$ cat config.mk
export PLATFORM = sky130hd
export DESIGN_NAME = mul_datapath_flat
export DESIGN_NICKNAME = d
export VERILOG_FILES = /design/src/rtl/mul_datapath_if.sv /design/src/rtl/mul_datapath.sv /design/src/flat_wrapper.sv
export SDC_FILE = /design/constraint.sdc
export NUM_CORES = 1
export LEC_CHECK = 0
export CORE_MARGIN = 4
export CORE_UTILIZATION = 49
export CTS_CLUSTER_SIZE = 40
export DETAILED_ROUTE_END_ITERATION = 8
export PLACE_DENSITY_LB_ADDON = 0.3
export SLEW_MARGIN = 20
export SYNTH_ARGS = -nofsm -noshare
export SYNTH_HDL_FRONTEND = slang
export SYNTH_SLANG_ARGS = --single-unit
export TNS_END_PERCENT = 50
$ cat constraint.sdc
create_clock -name clk -period 2.5 [get_ports clk]
set_clock_uncertainty 0.2 [all_clocks]
set_input_delay 0.25 -clock clk [delete_from_list [all_inputs] [get_ports clk]]
set_output_delay 0.25 -clock clk [all_outputs]
set_load 0.02 [all_outputs]
$ cat src/rtl/mul_datapath_if.sv
// Operand bus and control/status bundle between the multiplier controller and its datapath.
// The controller drives data_in and the load/step strobes; the datapath returns eqz, product and debug status.
interface mul_datapath_if #(
   parameter int W  = 16,
   parameter int PW = 2*W,
   parameter int CW = 8
);
   logic [W-1:0]  data_in;
   logic          ldA;
   logic          ldB;
   logic          ldP;
   logic          clrP;
   logic          decQ;
   logic          eqz;
   logic [PW-1:0] product;
   logic [CW-1:0] iter_cnt;
   logic          err_proto;
   logic [2:0]    err_code;

   modport master (
      output data_in, ldA, ldB, ldP, clrP, decQ,
      input  eqz, product, iter_cnt, err_proto, err_code
   );

   modport slave (
      input  data_in, ldA, ldB, ldP, clrP, decQ,
      output eqz, product, iter_cnt, err_proto, err_code
   );
endinterface

$ cat src/rtl/mul_datapath.sv
// Repeated-addition multiplier datapath: A, down-counting B, accumulator P, iteration count, protocol checker.
// One-cycle latency from control sample to visible result; no backpressure, every strobe is acted on.
module mul_datapath #(
   parameter int W  = 16,
   parameter int PW = 2*W,   // must be >= 2*W so A*B never overflows P
   parameter int CW = 8
) (
   input  logic         clk,
   input  logic         rst_n,
   mul_datapath_if.slave bus
);

   typedef enum logic [2:0] {
      ERR_NONE    = 3'd0,
      ERR_LDAB    = 3'd1,
      ERR_PCLR    = 3'd2,
      ERR_UNDER   = 3'd3,
      ERR_LDB_RUN = 3'd4
   } err_code_t;

   logic [W-1:0]  a_q;
   logic [W-1:0]  b_q;
   logic [PW-1:0] p_q;
   logic [CW-1:0] cnt_q;
   logic          err_q;
   err_code_t     code_q;

   logic          b_zero;
   logic [PW-1:0] a_ext;
   logic          cnt_sat;
   err_code_t     code_now;

   assign b_zero  = (b_q == '0);
   assign a_ext   = {{(PW-W){1'b0}}, a_q};
   assign cnt_sat = &cnt_q;

   // Lowest code wins when several violations coincide.
   always_comb begin
      code_now = ERR_NONE;
      if (bus.ldA && bus.ldB)
         code_now = ERR_LDAB;
      else if (bus.ldP && bus.clrP)
         code_now = ERR_PCLR;
      else if (bus.decQ && b_zero && !bus.ldB)
         code_now = ERR_UNDER;
      else if (bus.ldB && (bus.ldP || bus.decQ))
         code_now = ERR_LDB_RUN;
   end

   always_ff @(posedge clk) begin
      if (!rst_n) begin
         a_q    <= '0;
         b_q    <= '0;
         p_q    <= '0;
         cnt_q  <= '0;
         err_q  <= 1'b0;
         code_q <= ERR_NONE;
      end else begin
         if (bus.ldA)
            a_q <= bus.data_in;

         // B never wraps below zero; the underflow is reported instead.
         if (bus.ldB)
            b_q <= bus.data_in;
         else if (bus.decQ && !b_zero)
            b_q <= b_q - 1'b1;

         // Accumulate uses the pre-edge A, so ldA+ldP adds the old operand.
         if (bus.clrP) begin
            p_q   <= '0;
            cnt_q <= '0;
         end else if (bus.ldP) begin
            p_q <= p_q + a_ext;
            if (!cnt_sat)
               cnt_q <= cnt_q + 1'b1;
         end

         if (!err_q && (code_now != ERR_NONE)) begin
            err_q  <= 1'b1;
            code_q <= code_now;
         end
      end
   end

   assign bus.eqz       = b_zero;
   assign bus.product   = p_q;
   assign bus.iter_cnt  = cnt_q;
   assign bus.err_proto = err_q;
   assign bus.err_code  = code_q;

endmodule

$ cat src/flat_wrapper.sv
// flat-port wrapper written by rule: the top's interface ports become plain ports
module mul_datapath_flat 
#(
   parameter int W  = 16,
   parameter int PW = 2*W,                                             
   parameter int CW = 8
)
  (clk, rst_n, bus_data_in, bus_ldA, bus_ldB, bus_ldP, bus_clrP, bus_decQ, bus_eqz, bus_product, bus_iter_cnt, bus_err_proto, bus_err_code);
  mul_datapath_if #(.W(W), .PW(PW), .CW(CW)) bus_i ();
  input  logic clk;
  input  logic rst_n;
  input wire logic [$bits(bus_i.data_in)-1:0] bus_data_in;
  input wire logic [$bits(bus_i.ldA)-1:0] bus_ldA;
  input wire logic [$bits(bus_i.ldB)-1:0] bus_ldB;
  input wire logic [$bits(bus_i.ldP)-1:0] bus_ldP;
  input wire logic [$bits(bus_i.clrP)-1:0] bus_clrP;
  input wire logic [$bits(bus_i.decQ)-1:0] bus_decQ;
  output wire logic [$bits(bus_i.eqz)-1:0] bus_eqz;
  output wire logic [$bits(bus_i.product)-1:0] bus_product;
  output wire logic [$bits(bus_i.iter_cnt)-1:0] bus_iter_cnt;
  output wire logic [$bits(bus_i.err_proto)-1:0] bus_err_proto;
  output wire logic [$bits(bus_i.err_code)-1:0] bus_err_code;
  assign bus_i.data_in = bus_data_in;
  assign bus_i.ldA = bus_ldA;
  assign bus_i.ldB = bus_ldB;
  assign bus_i.ldP = bus_ldP;
  assign bus_i.clrP = bus_clrP;
  assign bus_i.decQ = bus_decQ;
  assign bus_eqz = bus_i.eqz;
  assign bus_product = bus_i.product;
  assign bus_iter_cnt = bus_i.iter_cnt;
  assign bus_err_proto = bus_i.err_proto;
  assign bus_err_code = bus_i.err_code;
  mul_datapath #(.W(W), .PW(PW), .CW(CW)) u_core (.clk(clk), .rst_n(rst_n), .bus(bus_i));
endmodule
# After elaboration in Yosys (flattened, before gate mapping)
# Index checks and enable logic that the tools add are counted.
# totals
reg_bits	76
word_cells	34
output_inout_bits	45
# classes
n_bitwise	2
n_reduce_logical	17
add_sub_neg	3
n_mux	6
# op_table
op	n
adder 32 x 16 -> 32 bit	1
two-way mux 16 bit	2
logical NOT 16 bit	1
subtractor 16 x 1 -> 16 bit, second input constant	1
two-way mux 3 bit	4
adder 8 x 1 -> 8 bit, second input constant	1
AND reduction 8 bit	1
logical AND 1 bit	7
logical NOT 1 bit	3
nonzero test 3 bit	1
NOT 1 bit	2
AND reduction 2 bit	1
nonzero test 2 bit	1
OR reduction 2 bit	1
logical OR 1 bit	1

# Depth between registers and ports, before layout
# logic_depth
depth_word	8
mapped_depth	9

# Worst setup path after synthesis
# OpenSTA, ideal clock, no wires.
# synth_timing
path_type	reg-to-reg
startpoint	register u_core.p_q[0], in the netlist u_core.bus.product[0]
endpoint	register u_core.p_q[14], in the netlist u_core.bus.product[14]
period_less_slack_ns	2.467
t_required_ns	2.177
arrival_ns	2.143
slack_ns	0.033
n_path_buf	0
path_stages_with_launch	9
path_cell_list	dfxtp_1 > ha_1 > fa_1 > a211oi_1 > o211ai_2 > a21boi_0 > o21ai_0 > xnor2_1 > o21ai_0
# synth_via
elab_chain_len	1
# synth_lines
item	line	source
from (decl)	mul_datapath.sv:23	logic [PW-1:0] p_q;
from (signal assigned)	mul_datapath.sv:73	p_q <= p_q + a_ext;
adder 32 x 16 -> 32 bit	mul_datapath.sv:73	
# No other way between the ends.
# A chain may end at the register's enable or synchronous reset.

# Worst setup path in the final report
# layout_timing
startpoint	register u_core.a_q[3]
endpoint	register u_core.p_q[23], in the netlist u_core.bus.product[23]
# layout_via
elab_chain_len	1
# layout_lines
item	line	source
from (decl)	mul_datapath.sv:21	logic [W-1:0] a_q;
from (signal assigned)	mul_datapath.sv:60	a_q <= bus.data_in;
adder 32 x 16 -> 32 bit	mul_datapath.sv:73	
# No other way between the ends.

==> metrics.md <==
| Metric | Value |
|---|---|
| Outcome | completed |
| Die Span X | ~100 um |
| GRT Util Overall | 0.211 |
| CTS buffer count | 9 |
| Setup crit start | u_core.a_q[3]$_SDFFE_PN0P_ |
| Netlist cell types | 63 |
| Post-route ant nets | 0 |
| CORE AREA | 0.00868 mm2 |
| Mean Syn Cell Area | 8.65 um2 |
| Slowest stage cell, crit path | o41a_1 |
| IO Count | 68 |
| Initial Utilization | 0.501 |
| Vias/cell | between 5 and 6 |
| CP Class | flop to flop |
| Antenna diodes | 0 |
| Unrepaired setup endpoints after global routing | true |
| CTS H-tree depth | 3 |
| Worst slew pin tran | between 0.3 and 0.4 ns |
| Number of core rows | 34 |
| Maximum VDD drop | roughly 0.38 mV |
| R2R setup slack | between 0.1 and 0.15 ns |
| PwrDens | a little under 500 mW/mm2 |
| CP cell instances | ha_1 > o211ai_1 > o21ai_2 > o2111a_2 > o211ai_2 > o41a_1 > a21oi_1 |
| Kind of launch point of the worst setup path | flop |
| Leakage power | around 2.1 nW |
| Final Setup Violations | 0 |
| Worst Setup EP | u_core.bus.product[23]$_SDFFE_PP0P_ |
| Layout cells sized above 1 | 0.0914 |
| Syn Nets | between 500 and 600 |
| Initial DRC count | ~190 |
| Area delta synth->final | 24.8% |
| First-pass GRT wire length | 17,700 um |
| R2r endpoint | u_core.bus.product[23]$_SDFFE_PP0P_ |
| Final nets | between 600 and 700 |
| Max stage delay on crit path | about 0.42 ns |
| Final worst path period need | roughly 2.4 ns |
| #FFs+latches synth | 76 |
| Sequential area share after synthesis | 0.350 |
| DRC violations left | 0 |
| Number of fill cells | 788 |
| TritonCTS clock tree | yes |
| Async S/R FF share, synth | 0 |
| Commonest non-fill, non-tap cell in the layout | dfxtp_1 |
| Die Ht | 102 um |
| Hold Fails Final Rpt | 0 |
| Relative max-transition margin | 0.751 |
| Crit. End Element | flop |
| RR Startpoint | u_core.a_q[3]$_SDFFE_PN0P_ |
| Max-slew violation count | 0 |
| Share of the clock period used by the worst path | 0.958 |
| Post-Syn Instances | approximately 500 |
| Number of synthesized flops with an enable pin | 0 |
| R2R cell count | 7 |
| Crit path arrival time | roughly 2.5 ns |
| Max Cap Viol | 0 |
| Clock buffer depth | 2 |
| Die Area | roughly 0.010 mm2 |
| Placer Congestion | ~0.86 |
| Mapped cell area | roughly 0.0044 mm2 |
| Fmax | 417 MHz |
| WL/cell | between 15 and 20 um |
| Port bufs | 67 |
| GRT overflow | 0 |
| CTS Hold Bufs | 0 |
| Dpl hpwl | roughly 8000 um |
| Final Power | between 2 and 3 mW |
| Total iterations of the first detailed-routing run | 4 |
| Pin count of the biggest net entering global routing | 37 |
| Setup bufs post-CTS | 0 |
| Clk root buf | clkbuf_8 |
| Worst EP required | between 2 and 3 ns |
| Worst-Skew Late Latency | between 0.3 and 0.4 ns |
| Most frequent cells in the layout | dfxtp_1 (76), clkdlybuf4s50_1 (66), a21oi_1 (40) |
| Final Core Density | 0.626 |
| Clk sinks | between 70 and 80 |
| Critical Path Fanout Max | 6 |
| Reg clk slew, reported paths | around 0.080 ns |
| Via Count | slightly below 4,000 |
| WL final | approximately 11,000 um |
| Hold Path Class | flop to flop |
| Initial antenna violation count | 0 |
| Hold WS | about 0.27 ns |
| Number of synthesis warnings | 0 |
| Main synth FF type | dfxtp_1 |
| Number of global-route vias before repair | 3,781 |
## state kept, by name, summed over array words and instances (netlist names)
register	count
u_core.bus.product	32
u_core.b_q	16
u_core.bus.err_proto	1
u_core.a_q	16
u_core.bus.err_code	3
u_core.bus.iter_cnt	8
## metal layers
metal,part of all wire,GRT usage,vias up
li1,-,-,1970
met4,0.015,0.0767,0
met5,0,0,-
met2,0.47,0.348,79
met3,0.053,0.0362,12
met1,0.46,0.278,1863
## logic make-up (layout without fill, tap and decap cells)
kind of cell    after synthesis  count (layout)  synth area share
xor+xnor                     34              34            0.0684
simple gates                174             174             0.218
compound gates              132             132             0.199
mux                          33              33            0.0762
buf+inv                      35             112            0.0322
fa+ha+maj                    19              19            0.0564
flops                        76              76             0.350
## power by group
group,leakage (nW),internal (mW),switching [mW]
sequential,0.621,1.26,0.0466
combinational,1.38,0.197,0.215
clock,0.0914,0.482,0.454
## through the flow
| step | instances | setup WS (ns) | area [um2] | TNS [ns] |
|---|---|---|---|---|
| 2_1_floorplan | 503 | 0.0333 | 4350 | 0 |
| 3_3_place_gp | 673 | 0.0877 | 5200 | 0 |
| 3_5_place_dp | 673 | 0.0124 | 5200 | 0 |
| 4_1_cts | 688 | 0.0193 | 5390 | 0 |
| 5_1_grt | 688 | -0.0204 | 5430 | -0.0269 |
| 6_report | 688 | 0.104 | 5430 | 0 |
## synthesized netlist by cell type (all sizes together) (2+ instances only)
master    n  area (um2)
a2111o    2        22.5
a2111oi   2        42.5
a211oi    5        37.5
a21boi    4        30.0
a21o      5        37.5
a21oi    40         200
a31oi     5        31.3
and2      6        37.5
and3      3        18.8
and4      2        17.5
buf       5        27.5
clkbuf   18        67.6
dfxtp    76        1520
ha       18         225
inv      12        45.0
mux2i    32         320
nand2    35         131
nand2b    8        50.1
nand3    23         120
nand3b    5        37.5
nand4     9        62.6
nor2     36         150
nor2b    19         119
nor3      6        35.0
nor4      6        52.6
o211a     2        20.0
o211ai    6        55.1
o21a      3        22.5
o21ai    41         209
o21ba     2        20.0
o31a      3        26.3
o31ai     2        20.0
o41ai     3        26.3
or2       3        18.8
or3       7        43.8
or4       5        45.0
xnor2    23         201
xor2     11        96.3
## how the worst min path moves through the flow
stage | from | end | slack [ns] | depth (start not counted)
finish | u_core.bus.err_code[0]$_SDFFE_PN0P_ | u_core.bus.err_code[0]$_SDFFE_PN0P_ | 0.27 | 2
global route | u_core.bus.err_code[0]$_SDFFE_PN0P_ | u_core.bus.err_code[0]$_SDFFE_PN0P_ | 0.28 | 2
CTS | u_core.bus.err_code[0]$_SDFFE_PN0P_ | u_core.bus.err_code[0]$_SDFFE_PN0P_ | 0.27 | 2
detailed placement | u_core.bus.err_code[0]$_SDFFE_PN0P_ | u_core.bus.err_code[0]$_SDFFE_PN0P_ | 0.26 | 2
global placement | u_core.bus.err_code[0]$_SDFFE_PN0P_ | u_core.bus.err_code[0]$_SDFFE_PN0P_ | 0.25 | 2
floorplan | bus_data_in[0] | u_core.b_q[0]$_SDFFE_PN0P_ | 0.21 | 1
## critical path, delay by kind of cell (launching register included)
family	cells	cell delay, ns
AO/OA/AOI/OAI	6	1.40
adder cells (fa/ha/maj)	1	0.37
flip-flops	1	0.34
## layout make-up
class,instances,area (um2),share of cell area
clock inverter,4,50.0,0.00922
clock buffer,11,141,0.0260
timing repair buffer,85,801,0.147
multi-input combinational,392,2740,0.504
inverter,12,45.0,0.00830
tap,108,135,0.0249
sequential,76,1520,0.280
## repair_timing
action | CTS | global route
setup endpoints to repair | 2 | 16
gates resized for setup | 2 | 8
endpoints found under the hold margin | 0 | 0
cloned | 0 | 0
pin swaps | 0 | 2
Note: power is estimated with default switching activity, not from simulation.
